$ cat config.mk
export PLATFORM = sky130hd
export DESIGN_NAME = pkt_arb_flat
export DESIGN_NICKNAME = d
export VERILOG_FILES = /design/src/rtl/pkt_arb_if.sv /design/src/rtl/pkt_arb.sv /design/src/flat_wrapper.sv
export SDC_FILE = /design/constraint.sdc
export NUM_CORES = 1
export LEC_CHECK = 0
export BUFFER_PORTS_ARGS = -buffer_cell sky130_fd_sc_hd__buf_2
export CORE_MARGIN = 2
export CORE_UTILIZATION = 35
export CTS_BUF_LIST = sky130_fd_sc_hd__clkbuf_8 sky130_fd_sc_hd__clkbuf_16
export CTS_CLUSTER_SIZE = 14
export DETAILED_ROUTE_END_ITERATION = 8
export GPL_ROUTABILITY_DRIVEN = 0
export SYNTH_ARGS = -nofsm -noshare
export SYNTH_HDL_FRONTEND = slang
export SYNTH_SLANG_ARGS = --single-unit
$ cat constraint.sdc
create_clock -name clk -period 10.1 [get_ports clk]
set_input_delay 0 -clock clk [delete_from_list [all_inputs] [get_ports clk]]
set_output_delay 0 -clock clk [all_outputs]
set_load 0.02 [all_outputs]
$ cat src/rtl/pkt_arb_if.sv
// pkt_arb_if: two-port packet input bus plus one output bus for the pkt_arb
// arbiter. The slave modport is the arbiter side; master is the upstream
// writers and downstream consumer side.
interface pkt_arb_if #(
  parameter int DATA_WIDTH = 64,
  parameter int CTRL_WIDTH = DATA_WIDTH / 8
);
  logic [DATA_WIDTH-1:0] in0_data;
  logic [CTRL_WIDTH-1:0] in0_ctrl;
  logic                  in0_wr;
  logic                  in0_rdy;
  logic [DATA_WIDTH-1:0] in1_data;
  logic [CTRL_WIDTH-1:0] in1_ctrl;
  logic                  in1_wr;
  logic                  in1_rdy;
  logic [DATA_WIDTH-1:0] out_data;
  logic [CTRL_WIDTH-1:0] out_ctrl;
  logic                  out_wr;
  logic                  out_rdy;

  modport master (
    output in0_data, in0_ctrl, in0_wr, in1_data, in1_ctrl, in1_wr, out_rdy,
    input  in0_rdy, in1_rdy, out_data, out_ctrl, out_wr
  );

  modport slave (
    input  in0_data, in0_ctrl, in0_wr, in1_data, in1_ctrl, in1_wr, out_rdy,
    output in0_rdy, in1_rdy, out_data, out_ctrl, out_wr
  );
endinterface

$ cat src/rtl/pkt_arb.sv
// pkt_arb: two-input packet arbiter. Each input has a 4-deep fall-through
// FIFO; a three-state FSM (IDLE/HDR/BODY) grants one port for a whole packet
// and forwards its words with zero latency from the FIFO head.
// Optional build macro: PKT_ARB_STRICT_PRIO_EN -- when defined, port 0 always
// wins a tie in IDLE; otherwise ties are resolved round-robin.
module pkt_arb #(
  parameter int DATA_WIDTH = 64,
  parameter int CTRL_WIDTH = DATA_WIDTH / 8
) (
  input  logic       clk,
  input  logic       reset,
  pkt_arb_if.slave   bus,
  output logic       pkt_done0,
  output logic       pkt_done1,
  output logic [1:0] arb_state,
  output logic       arb_grant
);

  localparam logic [2:0] FULL_CNT = 3'd4;
  localparam logic [2:0] NEAR_CNT = 3'd3;

  typedef enum logic [1:0] {
    IDLE = 2'd0,
    HDR  = 2'd1,
    BODY = 2'd2
  } state_t;

  logic [DATA_WIDTH-1:0] fifo_data [2][4];
  logic [CTRL_WIDTH-1:0] fifo_ctrl [2][4];
  logic [1:0]            wr_ptr    [2];
  logic [1:0]            rd_ptr    [2];
  logic [2:0]            cnt       [2];

  logic [1:0] req;
  logic [1:0] push;
  logic [1:0] pop;
  logic [1:0] done;

  state_t state, state_nxt;
  logic   grant, grant_nxt;
  logic   last_grant, last_grant_nxt;
  logic   xfer;

  logic [DATA_WIDTH-1:0] head_data;
  logic [CTRL_WIDTH-1:0] head_ctrl;

  assign req = {cnt[1] != 3'd0, cnt[0] != 3'd0};

  // A write lands unless the FIFO is full; a same-cycle pop frees the slot.
  assign push = {bus.in1_wr && ((cnt[1] != FULL_CNT) || pop[1]),
                 bus.in0_wr && ((cnt[0] != FULL_CNT) || pop[0])};

  // FIFO storage: data is not reset, only pointers/occupancy are.
  always_ff @(posedge clk) begin
    for (int p = 0; p < 2; p++) begin
      if (push[p]) begin
        fifo_data[p][wr_ptr[p]] <= (p == 0) ? bus.in0_data : bus.in1_data;
        fifo_ctrl[p][wr_ptr[p]] <= (p == 0) ? bus.in0_ctrl : bus.in1_ctrl;
      end
    end
  end

  // FIFO pointers and occupancy; push and pop in one cycle both apply.
  always_ff @(posedge clk) begin
    for (int p = 0; p < 2; p++) begin
      if (!reset) begin
        wr_ptr[p] <= '0;
        rd_ptr[p] <= '0;
        cnt[p]    <= '0;
      end else begin
        if (push[p]) wr_ptr[p] <= wr_ptr[p] + 2'd1;
        if (pop[p])  rd_ptr[p] <= rd_ptr[p] + 2'd1;
        if (push[p] && !pop[p])      cnt[p] <= cnt[p] + 3'd1;
        else if (!push[p] && pop[p]) cnt[p] <= cnt[p] - 3'd1;
      end
    end
  end

  // Head word of the currently granted FIFO (fall-through view).
  always_comb begin
    head_data = fifo_data[grant][rd_ptr[grant]];
    head_ctrl = fifo_ctrl[grant][rd_ptr[grant]];
  end

  // Arbiter state, grant and round-robin history registers.
  always_ff @(posedge clk) begin
    if (!reset) begin
      state      <= IDLE;
      grant      <= 1'b0;
      last_grant <= 1'b1;
    end else begin
      state      <= state_nxt;
      grant      <= grant_nxt;
      last_grant <= last_grant_nxt;
    end
  end

  // Next-state, grant selection and transfer/pop/done decode.
  always_comb begin
    state_nxt      = state;
    grant_nxt      = grant;
    last_grant_nxt = last_grant;
    xfer           = 1'b0;
    pop            = 2'b00;
    done           = 2'b00;
    case (state)
      IDLE: begin
        if (req != 2'b00) begin
          if (req == 2'b11) begin
`ifdef PKT_ARB_STRICT_PRIO_EN
            grant_nxt = 1'b0;
`else
            grant_nxt = ~last_grant;
`endif
          end else begin
            grant_nxt = req[1];
          end
          last_grant_nxt = grant_nxt;
          state_nxt      = HDR;
        end
      end
      HDR: begin
        if (bus.out_rdy && req[grant]) begin
          xfer       = 1'b1;
          pop[grant] = 1'b1;
          if (head_ctrl == '0) state_nxt = BODY;
        end
      end
      BODY: begin
        if (bus.out_rdy && req[grant]) begin
          xfer       = 1'b1;
          pop[grant] = 1'b1;
          if (head_ctrl != '0) begin
            done[grant] = 1'b1;
            state_nxt   = IDLE;
          end
        end
      end
      default: state_nxt = IDLE;
    endcase
  end

  assign bus.in0_rdy  = cnt[0] < NEAR_CNT;
  assign bus.in1_rdy  = cnt[1] < NEAR_CNT;
  assign bus.out_wr   = xfer;
  assign bus.out_data = xfer ? head_data : '0;
  assign bus.out_ctrl = xfer ? head_ctrl : '0;
  assign pkt_done0    = done[0];
  assign pkt_done1    = done[1];
  assign arb_state    = state;
  assign arb_grant    = grant;

endmodule

$ cat src/flat_wrapper.sv
// flat-port wrapper written by rule: the top's interface ports become plain ports
module pkt_arb_flat 
#(
  parameter int DATA_WIDTH = 64,
  parameter int CTRL_WIDTH = DATA_WIDTH / 8
)
  (clk, reset, pkt_done0, pkt_done1, arb_state, arb_grant, bus_in0_data, bus_in0_ctrl, bus_in0_wr, bus_in1_data, bus_in1_ctrl, bus_in1_wr, bus_out_rdy, bus_in0_rdy, bus_in1_rdy, bus_out_data, bus_out_ctrl, bus_out_wr);
  pkt_arb_if #(.DATA_WIDTH(DATA_WIDTH), .CTRL_WIDTH(CTRL_WIDTH)) bus_i ();
  input  logic clk;
  input  logic reset;
  output logic pkt_done0;
  output logic pkt_done1;
  output logic [1:0] arb_state;
  output logic arb_grant;
  input wire logic [$bits(bus_i.in0_data)-1:0] bus_in0_data;
  input wire logic [$bits(bus_i.in0_ctrl)-1:0] bus_in0_ctrl;
  input wire logic [$bits(bus_i.in0_wr)-1:0] bus_in0_wr;
  input wire logic [$bits(bus_i.in1_data)-1:0] bus_in1_data;
  input wire logic [$bits(bus_i.in1_ctrl)-1:0] bus_in1_ctrl;
  input wire logic [$bits(bus_i.in1_wr)-1:0] bus_in1_wr;
  input wire logic [$bits(bus_i.out_rdy)-1:0] bus_out_rdy;
  output wire logic [$bits(bus_i.in0_rdy)-1:0] bus_in0_rdy;
  output wire logic [$bits(bus_i.in1_rdy)-1:0] bus_in1_rdy;
  output wire logic [$bits(bus_i.out_data)-1:0] bus_out_data;
  output wire logic [$bits(bus_i.out_ctrl)-1:0] bus_out_ctrl;
  output wire logic [$bits(bus_i.out_wr)-1:0] bus_out_wr;
  assign bus_i.in0_data = bus_in0_data;
  assign bus_i.in0_ctrl = bus_in0_ctrl;
  assign bus_i.in0_wr = bus_in0_wr;
  assign bus_i.in1_data = bus_in1_data;
  assign bus_i.in1_ctrl = bus_in1_ctrl;
  assign bus_i.in1_wr = bus_in1_wr;
  assign bus_i.out_rdy = bus_out_rdy;
  assign bus_in0_rdy = bus_i.in0_rdy;
  assign bus_in1_rdy = bus_i.in1_rdy;
  assign bus_out_data = bus_i.out_data;
  assign bus_out_ctrl = bus_i.out_ctrl;
  assign bus_out_wr = bus_i.out_wr;
  pkt_arb #(.DATA_WIDTH(DATA_WIDTH), .CTRL_WIDTH(CTRL_WIDTH)) u_core (.clk(clk), .reset(reset), .bus(bus_i), .pkt_done0(pkt_done0), .pkt_done1(pkt_done1), .arb_state(arb_state), .arb_grant(arb_grant));
endmodule
Word-level counts from Yosys, hierarchy flattened
Memories as Yosys holds them, arrays and structs flattened. A register that Yosys moved wholly into a read port is not among the register bits.
Index checks and enable logic that the tools add are counted.
W data, S select, Z words.
{"block": "word_totals", "input_bits": 149, "regBits": 4, "mem_count": 5, "wordCells": 151, "ram_bits": 590, "out_inout_bits": 80}
{"memory": "u_core.fifo_data", "depth": 2, "width": 256, "rd": 1, "rd_ports_with_merged_regs": 1, "wr": 2, "line": "pkt_arb.sv:28", "text": "logic [DATA_WIDTH-1:0] fifo_data [2][4];"}
{"memory": "u_core.fifo_ctrl", "depth": 2, "width": 32, "rd": 1, "rd_ports_with_merged_regs": 1, "wr": 2, "line": "pkt_arb.sv:29", "text": "logic [CTRL_WIDTH-1:0] fifo_ctrl [2][4];"}
{"memory": "u_core.cnt", "depth": 2, "width": 3, "rd": 2, "rd_ports_with_merged_regs": 0, "wr": 2, "line": "pkt_arb.sv:32", "text": "logic [2:0] cnt [2];"}
{"memory": "u_core.rd_ptr", "depth": 2, "width": 2, "rd": 3, "rd_ports_with_merged_regs": 1, "wr": 2, "line": "pkt_arb.sv:31", "text": "logic [1:0] rd_ptr [2];"}
{"memory": "u_core.wr_ptr", "depth": 2, "width": 2, "rd": 2, "rd_ports_with_merged_regs": 0, "wr": 2, "line": "pkt_arb.sv:30", "text": "logic [1:0] wr_ptr [2];"}
{"block": "op_classes", "n_lt_le_gt_ge": 9, "add_sub_neg": 8, "n_reduce_logical": 25, "bitwise": 12, "muxes": 79, "n_eq_ne": 10}
{"op": "$mux W256", "n": 2}
{"op": "$mux W64", "n": 5}
{"op": "$demux W64 S2", "n": 2}
{"op": "$bmux W64 S2", "n": 1}
{"op": "$mux W32", "n": 2}
{"op": "$mux W8", "n": 5}
{"op": "$mux W1", "n": 39}
{"op": "$demux W8 S2", "n": 2}
{"op": "$mux W2", "n": 14}
{"op": "$bmux W8 S2", "n": 1}
{"op": "$mux W3", "n": 4}
{"op": "$logic_and A1 B1 Y1", "n": 10}
{"op": "$ne A2 B1 Y1 const B", "n": 5}
{"op": "$ge A3 B3 Y1 const B", "n": 3}
{"op": "$not A2 Y3", "n": 3}
{"op": "$add A2 B1 Y2 const B", "n": 4}
{"op": "$logic_not A8 Y1", "n": 1}
{"op": "$or A1 B1 Y1", "n": 8}
{"op": "$reduce_bool A8 Y1", "n": 1}
{"op": "$add A3 B1 Y3 const B", "n": 2}
{"op": "$lt A3 B1 Y1 const B", "n": 2}
{"op": "$lt A3 B2 Y1 const B", "n": 2}
{"op": "$ne A3 B3 Y1 const B", "n": 2}
{"op": "$pmux W2 S3", "n": 1}
{"op": "other kinds (15)", "n": 22}

Depth between registers and ports, before layout
Gate-level depths: netlist (run 1).
{"block": "depth", "word_depth": 15, "depth_mapped": 10, "depth_no_buf": 10}

Worst setup path before layout (run 1)
OpenSTA, ideal clock, no wires.
{"block": "synth_timing", "kind": "flip-flop to flip-flop", "from": "register u_core.state[0] (netlist: u_core.arb_state[0])", "to": "memory u_core.fifo_ctrl[0][0] in the netlist's numbering, enable pin", "path_stages_with_launch": 8, "n_path_buf": 1, "path_slack_ns": 6.106, "synth_period_minus_slack_ns": 3.994, "t_arrival_ns": 3.556, "t_required_ns": 9.662, "setup_ns": 0.438, "cell_sequence": "dfxtp_1 > inv_1 > ha_1 > o2111ai_1 > or2_2 > clkbuf_1 > a31oi_1 > and2_1"}
{"element": "start: declaration", "line": "pkt_arb.sv:39", "text": "state_t state, state_nxt;"}
{"element": "start signal: assignment", "line": "pkt_arb.sv:92", "text": "state <= state_nxt;"}
{"element": "end: declaration", "line": "pkt_arb.sv:29"}

==> results.py, run 1 <==
metrics = {
    "clock_tree": {
        "cts_buffers": 59,
        "clk_pin_slew_ns": 0.06,
        "ctsHoldBuffers": 147,
        "post_cts_buffers": 0,
        "cts_tree": "done",
        "cts_resized": 0,
        "clock_path_buffers": 3,
        "clock_latency_ns": 0.61,
        "cts_sinks": 595,
        "root_buffer": "clkbuf_16",
        "htreeDepth": 2,
    },
    "place": {
        "hpwl_um": 33000,
        "portBuffers": 228,
    },
    "power": {
        "intPower_mw": 4.64,
        "p_seq_share_pct": 47.6,
        "clkPwrFrac_pct": 34.1,
        "p_comb_share_pct": 18.3,
        "switchingPower_mw": 1.63,
        "irDropWorstVdd_v": 0.000136,
        "leakagePower_nw": 9.89,
        "switching_share_pct": 26.0,
        "p_per_area_nw_per_um2": 219,
    },
    "synth": {
        "synth_edf_count": 590,
        "synth.area.top_cells": "edfxtp_1, mux4_2, nand2_1",
        "postSynthCellCount": 1166,
        "yosysSeqAreaShare_pct": 76.9,
        "synth-seq-cells": 595,
        "async_flop_share_pct": 0,
        "synth.avg_cell_area_um2": 19.9,
        "synth.top_cell.area_share_pct": 76.5,
        "synth_common_cells": "edfxtp_1, nand2_1, mux4_2",
        "synth_area_um2": 23200,
        "synth_cell_types": 51,
        "synth_nets": 1330,
        "synth_warnings": 0,
        "synth.most_common_cell": "edfxtp_1",
        "ys.flop_type": "edfxtp_1",
        "synth_top_area_cell": "edfxtp_1",
    },
    "sta": {
        "min_period_over_period_pct": 50.1,
        "slew_headroom_pct": 26.6,
        "setup_viol": 0,
        "period_minus_slack_ns": 5.06,
        "final_max_slew_viol_count": 0,
        "fmax_ghz": 0.198,
        "whs_ns": 0.0612,
        "setup-tns-final_ns": 0,
        "finalHoldViolations": 0,
        "tightest_slew_ns": 1.10,
        "grt_setup_unrepaired": "no",
        "clock_skew_ns": 0.0163,
    },
    "floorplan": {
        "dieHeight_um": 261,
        "dieArea_um2": 68300,
        "rows": 94,
        "die_width_um": 261,
        "core_um2": 65600,
        "io_pins": 229,
        "start_util_pct": 35.3,
    },
    "drt": {
        "wl_per_cell_um": 23.2,
        "totalWireLength_um": 57300,
        "drt-initial-drc-count": 866,
        "drc_errors": 0,
        "via_count": 12400,
        "via_per_inst": 5.03,
        "ant_nets": 0,
        "dr.pass1.iters": 5,
    },
    "setup_path": {
        "crit_slowest_cell": "buf_4",
        "r2r_slack_ns": 5.53,
        "critPathKind": "flop to output pin",
        "critPathLaunchType": "flop",
        "path_max_fanout": 72,
        "critPathArrivalTime_ns": 5.06,
        "timing.critical_path.mode_cell": "buf_4",
        "critPathBufInv": 3,
        "required_ns": 10.10,
        "cp_cell_sequence": "mux2i_4 -> buf_4 -> buf_4 -> a2111oi_0 -> a211o_1 -> nor4bb_4 -> and2_4 -> nand2b_1 -> nor3_1 -> buf_2",
        "cpLargestDelayFamily": "buffers and inverters",
        "slowest_delay_ns": 0.89,
        "endpoint_kind": "output pin",
    },
    "global_routing": {
        "antenna_found_initial": 7,
        "grt_pass1_wl_um": 84600,
        "gr-usage-all-layers_pct": 16.8,
        "grt_max_degree": 117,
        "grt_pass1_vias": 13200,
        "grt-ovfl-total": 0,
    },
    "layout": {
        "num-fill-cells": 5809,
        "multiInputGateArea_um2": 5060,
        "final_nets": 1719,
        "drive_gt1_share_pct": 29.7,
        "regArea_um2": 17800,
        "area_growth_pct": 23.7,
    },
    "min_path": {
        "hold_class": "input pin to flop",
    },
    "status": {
        "status": "finished, final reports clean",
    },
    "run": {
        "cap_violations": 0,
    },
}
[flip-flops by register name, summed over array words and instances, names as in the netlist, named ones only]
| signal | cells |
|---|---|
| u_core.fifo_data | 512 |
| u_core.fifo_ctrl | 64 |
| u_core.cnt | 6 |
| u_core.rd_ptr | 4 |
| u_core.wr_ptr | 4 |
| u_core.arb_state | 2 |
| u_core.arb_grant | 1 |
| u_core.last_grant | 1 |
[cell usage in the layout (no fill, tap or decap), types with 22 or more instances in the layout]
master,n
a21oi_1,71
nor2_1,22
mux4_2,128
inv_1,30
nand2_1,140
dlygate4sd3_1,147
clkbuf_16,61
edfxtp_1,590
mux2i_1,22
buf_2,228
[routing by layer]
layer	vias up	wire [um]	part of all wire, %	global-route usage [%]
li1	5479	-	-	-
met1	6423	24900	43	23.5
met2	421	27700	48	27.4
met3	80	3580	6.2	3.15
met4	8	1050	1.8	4.40
met5	-	48	0.084	0
[power by group through the flow]
stage / registers, mW / logic [mW] / clock network [mW]
2_1_floorplan: 3.00 / 0.799 / 0
3_3_place_gp: 3.03 / 1.12 / 0
3_5_place_dp: 3.04 / 1.13 / 0
4_1_cts: 2.99 / 1.18 / 2.18
5_1_grt: 3.00 / 1.25 / 2.28
6_report: 2.98 / 1.15 / 2.14
[worst register-to-register path, cell delays in order, from the launching register on]
cell and delay (ns):
dfxtp_4 0.82, mux2i_4 0.34, buf_4 0.74, buf_4 0.96
a2111oi_0 0.33, a211o_1 0.39, nor4bb_4 0.18, and2_4 0.16
o311a_1 0.29, o221a_1 0.24
[worst paths after layout]
kind / from / endpoint / depth (start not counted)
hold / removal: bus_out_rdy / u_core.arb_state[1]$_SDFFE_PN0P_ / 4
setup / recovery: flop / pkt_done0 / 10
hold reg to reg: u_core.last_grant$_SDFFE_PN1P_ / u_core.last_grant$_SDFFE_PN1P_ / 1
setup reg to reg: flop / u_core.arb_state[0]$_SDFFE_PN0P_ / 9
[layout make-up]
class                   instances  share of cell area (%)
clock buffers                  61                    5.33
well taps                     864                    3.77
repair buffers                390                    9.55
flip-flops and latches        595                    62.2
clock inverters                47                    1.29
multi-input cells             495                    17.6
inverters                      14                   0.183
diodes                          3                  0.0262
[stage by stage]
step	cell area, um2	worst slack, ns	power [mW]	util (%)	instances
finish	28700	5.04	6.27	43.7	2469
global route	28700	4.68	6.54	43.7	2468
CTS	28600	4.91	6.35	43.6	2466
detailed placement	25300	5.47	4.17	38.5	2211
global placement	25300	5.54	4.15	38.5	2211
floorplan	23200	6.11	3.80	-	1166
[logic make-up (layout without fill, tap and decap cells)]
family / count (synthesis) / in the layout / synth area share, %
adder cells (fa/ha/maj): 15 / 15 / 0.842
XOR/XNOR: 3 / 3 / 0.113
buffers and inverters: 76 / 512 / 1.57
AO/OA/AOI/OAI: 110 / 110 / 2.88
AND/OR/NAND/NOR: 211 / 211 / 4.03
other: 0 / 3 / 0
multiplexers: 156 / 156 / 13.7
flip-flops: 595 / 595 / 76.9
(Power assumes the default switching activity.)
==> run 2, diff against run 1 <==
clock period = 4.1 ns   (was 10.1 ns; I/O delays follow)
==> run 2 against run 1 <==
Power grew to 2.5 times the previous value. Sequential cell count unchanged. Global-route usage down 0.089 points. Combinational power rose to 2.6 times the previous value. Final area rose by 1.3%. Count of clock-buffer cells in the layout is the same. Via count up 1.1%. Setup slack got worse by 4.6 ns. Critical path type unchanged. Largest cell class unchanged.
==> results.py, run 2 (same netlist as run 1, synthesis figures left out) <==
metrics = {
    "setup_path": {
        "cp_cell_sequence": "mux2_4 -> buf_4 -> nand2_1 -> a21oi_1 -> buf_2",
        "cpLargestDelayFamily": "flip-flops",
        "path_max_fanout": 44,
        "crit_cells": 5,
        "required_ns": 4.10,
        "r2r_cells": 8,
        "critPathBufInv": 2,
        "crit_slowest_cell": "edfxtp_1",
        "critPathArrivalTime_ns": 3.63,
        "critPathLaunchType": "flop",
        "slowest_delay_ns": 0.92,
        "critPathKind": "flop to output pin",
        "endpoint_kind": "output pin",
    },
    "clock_tree": {
        "htreeDepth": 2,
        "root_buffer": "clkbuf_16",
        "cts_resized": 0,
        "cts_buffers": 60,
        "cts_tree": "done",
        "ctsHoldBuffers": 148,
        "post_cts_buffers": 0,
        "clock_latency_ns": 0.61,
        "clk_pin_slew_ns": 0.06,
        "cts_sinks": 595,
        "clock_path_buffers": 3,
    },
    "sta": {
        "slew_headroom_pct": 35.6,
        "period_minus_slack_ns": 3.63,
        "grt_setup_unrepaired": "no",
        "finalHoldViolations": 0,
        "setup-tns-final_ns": 0,
        "clock_skew_ns": 0.0145,
        "fmax_ghz": 0.276,
        "final_max_slew_viol_count": 0,
        "setup_viol": 0,
        "min_period_over_period_pct": 88.4,
        "tightest_slew_ns": 0.966,
    },
    "power": {
        "irDropWorstVdd_v": 0.000350,
        "switching_share_pct": 26.0,
        "power_mw": 15.7,
        "p_comb_share_pct": 18.9,
        "intPower_mw": 11.6,
        "clkPwrFrac_pct": 34.7,
        "switchingPower_mw": 4.09,
        "p_per_area_nw_per_um2": 542,
        "p_seq_share_pct": 46.4,
        "leakagePower_nw": 10.1,
    },
    "place": {
        "portBuffers": 228,
        "hpwl_um": 35700,
    },
    "global_routing": {
        "gr-usage-all-layers_pct": 16.8,
        "grt_pass1_vias": 13000,
        "grt_max_degree": 68,
        "antenna_found_initial": 8,
        "grt_pass1_wl_um": 84300,
        "grt-ovfl-total": 0,
    },
    "drt": {
        "totalWireLength_um": 57500,
        "drc_errors": 0,
        "dr.max_layer_used": "met5",
        "ant_nets": 0,
        "via_per_inst": 5.02,
        "dr.pass1.iters": 5,
        "dr_wl_met2_um": 27400,
        "wl_per_cell_um": 23.0,
        "via_count": 12500,
        "drt-initial-drc-count": 920,
        "met1_length_um": 25400,
        "met3WireLength_um": 3760,
    },
    "layout": {
        "largest_reg_flops": 512,
        "most-common-layout-cells": "edfxtp_1, buf_2, dlygate4sd3_1",
        "area_growth_pct": 25.3,
        "drive_gt1_share_pct": 31.0,
        "final_nets": 1741,
        "num-fill-cells": 5722,
        "final_common_cell": "edfxtp_1",
    },
    "floorplan": {
        "start_util_pct": 35.3,
        "io_pins": 229,
        "core_um2": 65600,
        "dieArea_um2": 68300,
        "die_width_um": 261,
        "rows": 94,
        "dieHeight_um": 261,
    },
    "status": {
        "status": "finished, final reports clean",
    },
    "run": {
        "cap_violations": 0,
    },
    "min_path": {
        "worstHoldPathCells": 2,
        "hold_class": "input pin to flop",
    },
}
[run 2: path summary, 6_finish.rpt]
check                                     from                            endpoint  slack, ns
max          u_core.rd_ptr[1][1]$_SDFFCE_PN0P_                    bus_out_data[43]       0.47
min reg2reg     u_core.last_grant$_SDFFE_PN1P_      u_core.last_grant$_SDFFE_PN1P_       0.52
min                           bus_in1_data[25]   u_core.fifo_data[1][25]$_DFFE_PP_       0.15
max reg2reg         u_core.cnt[0][0]$_DFFE_PP_  u_core.fifo_data[0][132]$_DFFE_PP_       0.72
[run 2: layout make-up]
class	count	area [um2]	area share (%)
Inverter	14	52.6	0.181
Antenna cell	6	15.0	0.0517
Clock buffer	61	1530	5.26
Clock inverter	51	455	1.57
Multi-Input combinational cell	495	5060	17.4
Timing Repair Buffer	411	3020	10.4
Sequential cell	595	17800	61.4
Tap cell	864	1080	3.72
[run 2: power groups by stage]
stage          clock network (mW)  registers (mW)  logic (mW)
2_1_floorplan                   0            7.39        1.97
3_3_place_gp                    0            7.40        2.89
3_5_place_dp                    0            7.42        2.91
4_1_cts                      5.58            7.30        3.04
5_1_grt                      5.78            7.33        3.23
6_report                     5.46            7.30        2.97
[run 2: routing by layer]
metal	track usage (%)	vias to the layer above
met3	3.52	78
li1	-	5529
met5	0	-
met4	4.09	4
met2	26.9	425
met1	23.4	6506
[run 2: metrics by stage]
step,cells,utilization [%],hold slack (ns),setup WS (ns),cell area (um2)
after floorplan,1166,-,0.0989,0.106,23200
after global placement,2231,38.9,0.219,0.861,25600
after detailed placement,2231,38.9,0.223,0.734,25600
after CTS,2491,44.2,0.114,0.378,29000
after global routing,2496,44.2,0.133,0.281,29000
final,2497,44.2,0.146,0.474,29000
==> run 3, diff against run 2 <==
ABC_AREA = 1   (was unset)
CTS_BUF_LIST = unset   (was sky130_fd_sc_hd__clkbuf_8 sky130_fd_sc_hd__clkbuf_16)
==> run 3 against run 2 <==
Register-to-register slack improved by 0.22 ns. Global-route usage grew 0.65 points. Wire length is 8.0% higher. First-iteration DRC count increased by 61%. Count of clock-buffer cells in the layout increased by 10. Critical path depth is 9 higher. Clock skew shrank 0.0022 ns. Final area grew 1.3%. Synthesized cell count rose by 57%. Area after synthesis grew 3.1%. Die area increased by 3.0%. Sequential share of layout area fell by 0.80 points.
==> results.py, run 3 <==
metrics = {
    "drt": {
        "dr.pass1.iters": 6,
        "totalWireLength_um": 62100,
        "drt-initial-drc-count": 1481,
        "ant_nets": 0,
        "drc_errors": 0,
        "via_count": 16000,
        "via_per_inst": 5.15,
        "wl_per_cell_um": 20.0,
    },
    "clock_tree": {
        "cts_sinks": 595,
        "clock_latency_ns": 0.61,
        "cts_tree": "done",
        "cts_buffers": 61,
        "clock_path_buffers": 3,
        "root_buffer": "clkbuf_16",
        "htreeDepth": 2,
        "clk_pin_slew_ns": 0.06,
        "post_cts_buffers": 0,
    },
    "synth": {
        "synth_cell_types": 37,
        "async_flop_share_pct": 0,
        "ys.flop_type": "edfxtp_1",
        "synth_nets": 1994,
        "synth.top_cell.area_share_pct": 74.2,
        "synth_edf_count": 590,
        "synth_area_um2": 23900,
        "synth_top_family_by_area": "simple AND/OR/NAND/NOR gates",
        "synth_xor_xnor_area_share_pct": 0.110,
        "yosysSeqAreaShare_pct": 74.6,
        "postSynthCellCount": 1830,
        "synth.area.top_cells": "edfxtp_1, nand2_1, a21oi_1",
        "synth_mux_area_share_pct": 0.0419,
        "synth-seq-cells": 595,
        "synth_compound_area_share_pct": 9.87,
        "synth.most_common_cell": "edfxtp_1",
        "synth_common_cells": "edfxtp_1, nand2_1, a21oi_1",
        "synth_fa_ha_area_share_pct": 0.817,
        "synth.avg_cell_area_um2": 13.1,
        "synth_warnings": 0,
        "yosys.area_share.simple_pct": 11.3,
        "synth_top_area_cell": "edfxtp_1",
    },
    "floorplan": {
        "core_um2": 67400,
        "dieArea_um2": 70400,
        "dieHeight_um": 265,
        "start_util_pct": 35.4,
        "rows": 95,
        "die_width_um": 265,
        "io_pins": 229,
    },
    "layout": {
        "largest_reg_flops": 512,
        "drive_gt1_share_pct": 16.6,
        "layout.cells.non_filler": 3101,
        "final_nets": 2341,
        "most-common-layout-cells": "edfxtp_1, nand2_1, buf_2",
        "num-fill-cells": 6106,
        "final_common_cell": "edfxtp_1",
        "area_growth_pct": 23.1,
        "design_area_um2": 29400,
    },
    "sta": {
        "min_period_over_period_pct": 93.8,
        "setup_viol": 0,
        "period_minus_slack_ns": 3.85,
        "slew_headroom_pct": 15.6,
        "final_max_slew_viol_count": 0,
        "clock_skew_ns": 0.0123,
        "whs_ns": 0.0540,
        "finalHoldViolations": 0,
        "tightest_slew_ns": 1.27,
        "grt_setup_unrepaired": "no",
        "fmax_ghz": 0.260,
    },
    "setup_path": {
        "required_ns": 4.10,
        "cp_cell_sequence": "buf_4 -> nand2_1 -> nand2_1 -> nand2_1 -> nand2_1 -> nand2_1 -> nand2_1 -> inv_1 -> nand2_1 -> nor2_2 -> nand2_1 -> nand2_1 -> nor3_1 -> buf_2",
        "crit_slowest_cell": "buf_4",
        "critPathLaunchType": "flop",
        "endpoint_kind": "output pin",
        "timing.critical_path.mode_cell": "nand2_1",
        "cpLargestDelayFamily": "buffers and inverters",
        "critPathBufInv": 3,
        "slowest_delay_ns": 0.97,
        "critPathKind": "flop to output pin",
        "critPathArrivalTime_ns": 3.85,
        "path_max_fanout": 112,
    },
    "power": {
        "irDropWorstVdd_v": 0.000395,
        "p_per_area_nw_per_um2": 619,
        "leakagePower_nw": 10.5,
        "power_mw": 18.2,
    },
    "global_routing": {
        "antenna_found_initial": 9,
        "grt_max_degree": 124,
        "gr-usage-all-layers_pct": 17.4,
        "grt_pass1_vias": 16300,
        "grt_pass1_wl_um": 94500,
        "grt-ovfl-total": 0,
    },
    "place": {
        "portBuffers": 228,
        "dp_cells": 2840,
        "hpwl_um": 34700,
        "place_area_um2": 26000,
    },
    "status": {
        "status": "finished, final reports clean",
    },
    "min_path": {
        "hold_class": "input pin to flop",
    },
    "run": {
        "cap_violations": 0,
    },
}
[run 3: changes by cell type after synthesis, sizes merged, moves of 23 or more]
cell	change
nor2	+123
clkbuf	+37
o21ai	+61
a21oi	+98
inv	+36
a32o	+54
mux2i	-23
nor3	+34
a32oi	+54
mux4	-128
nand2	+335
[run 3: metrics by stage]
step	setup TNS [ns]	setup WS (ns)	utilization [%]
floorplan	-471.84	-0.938	-
global placement	0	0.975	38.5
detailed placement	0	0.928	38.5
CTS	0	0.284	43.6
global route	0	0.00924	43.6
finish	0	0.252	43.6
[run 3: repair_timing]
item                                   4_1_cts  5_1_grt
endpoints found under the hold margin      601        0
hold buffers                               147        0
gates resized for setup                      0        0
[run 3: power by group]
| part | leakage (nW) | switching, mW | internal [mW] |
|---|---|---|---|
| registers | 5.47 | 0.185 | 7.22 |
| clock network | 0.960 | 2.28 | 3.16 |
| logic | 4.10 | 3.67 | 1.69 |
| total | 10.5 | 6.13 | 12.1 |
[run 3: layout make-up]
cell class,count,area [um2],share of cell area (%)
antenna,2,5.00,0.0170
clock buffer,71,1610,5.46
clock inverter,41,358,1.22
inverter,51,191,0.651
multi-input combinational,1066,5390,18.3
sequential,595,17800,60.6
tap,873,1090,3.71
timing repair buffer,402,2950,10.0
[run 3: logic make-up (layout without fill, tap and decap cells)]
logic type	Yosys count	after routing
and+or+nand+nor	684	684
DFF	595	595
AOI/OAI and AO/OA	363	363
buffers and inverters	169	565
adders and majority gates	15	15
xor gates and xnor gates	3	3
muxes	1	1
other	0	2
[run 3: worst reg2reg max path, stage by stage (launching register included)]
cell and delay, ns:
edfxtp_1 0.40, inv_1 0.10, ha_1 0.22, nand2_1 0.11, nor2_1 0.05, or2_4 0.28
nor2_4 0.12, nand2_1 0.12, nand3_1 0.11, nand2_1 0.31, nor2_4 0.67, buf_12 0.33
[run 3: worst paths after layout]
path | start | endpoint | slack, ns | cells after the start
worst max-delay path | flop | pkt_done1 | 0.25 | 14
worst min-delay path | bus_out_rdy | u_core.arb_state[0]$_SDFFE_PN0P_ | 0.05 | 8
worst min register to register | u_core.last_grant$_SDFFE_PN1P_ | u_core.last_grant$_SDFFE_PN1P_ | 0.46 | 2
worst max register to register | u_core.cnt[0][0]$_DFFE_PP_ | u_core.fifo_data[0][239]$_DFFE_PP_ | 0.94 | 11
[run 3: layer usage]
| metal | up-vias | wire, um | GRT usage (%) |
|---|---|---|---|
| met2 | 536 | 29800 | 29.2 |
| met1 | 7895 | 27000 | 23.1 |
| met4 | 12 | 1360 | 4.76 |
| met5 | - | 71 | 0 |
| met3 | 127 | 3910 | 3.46 |
| li1 | 7386 | - | - |
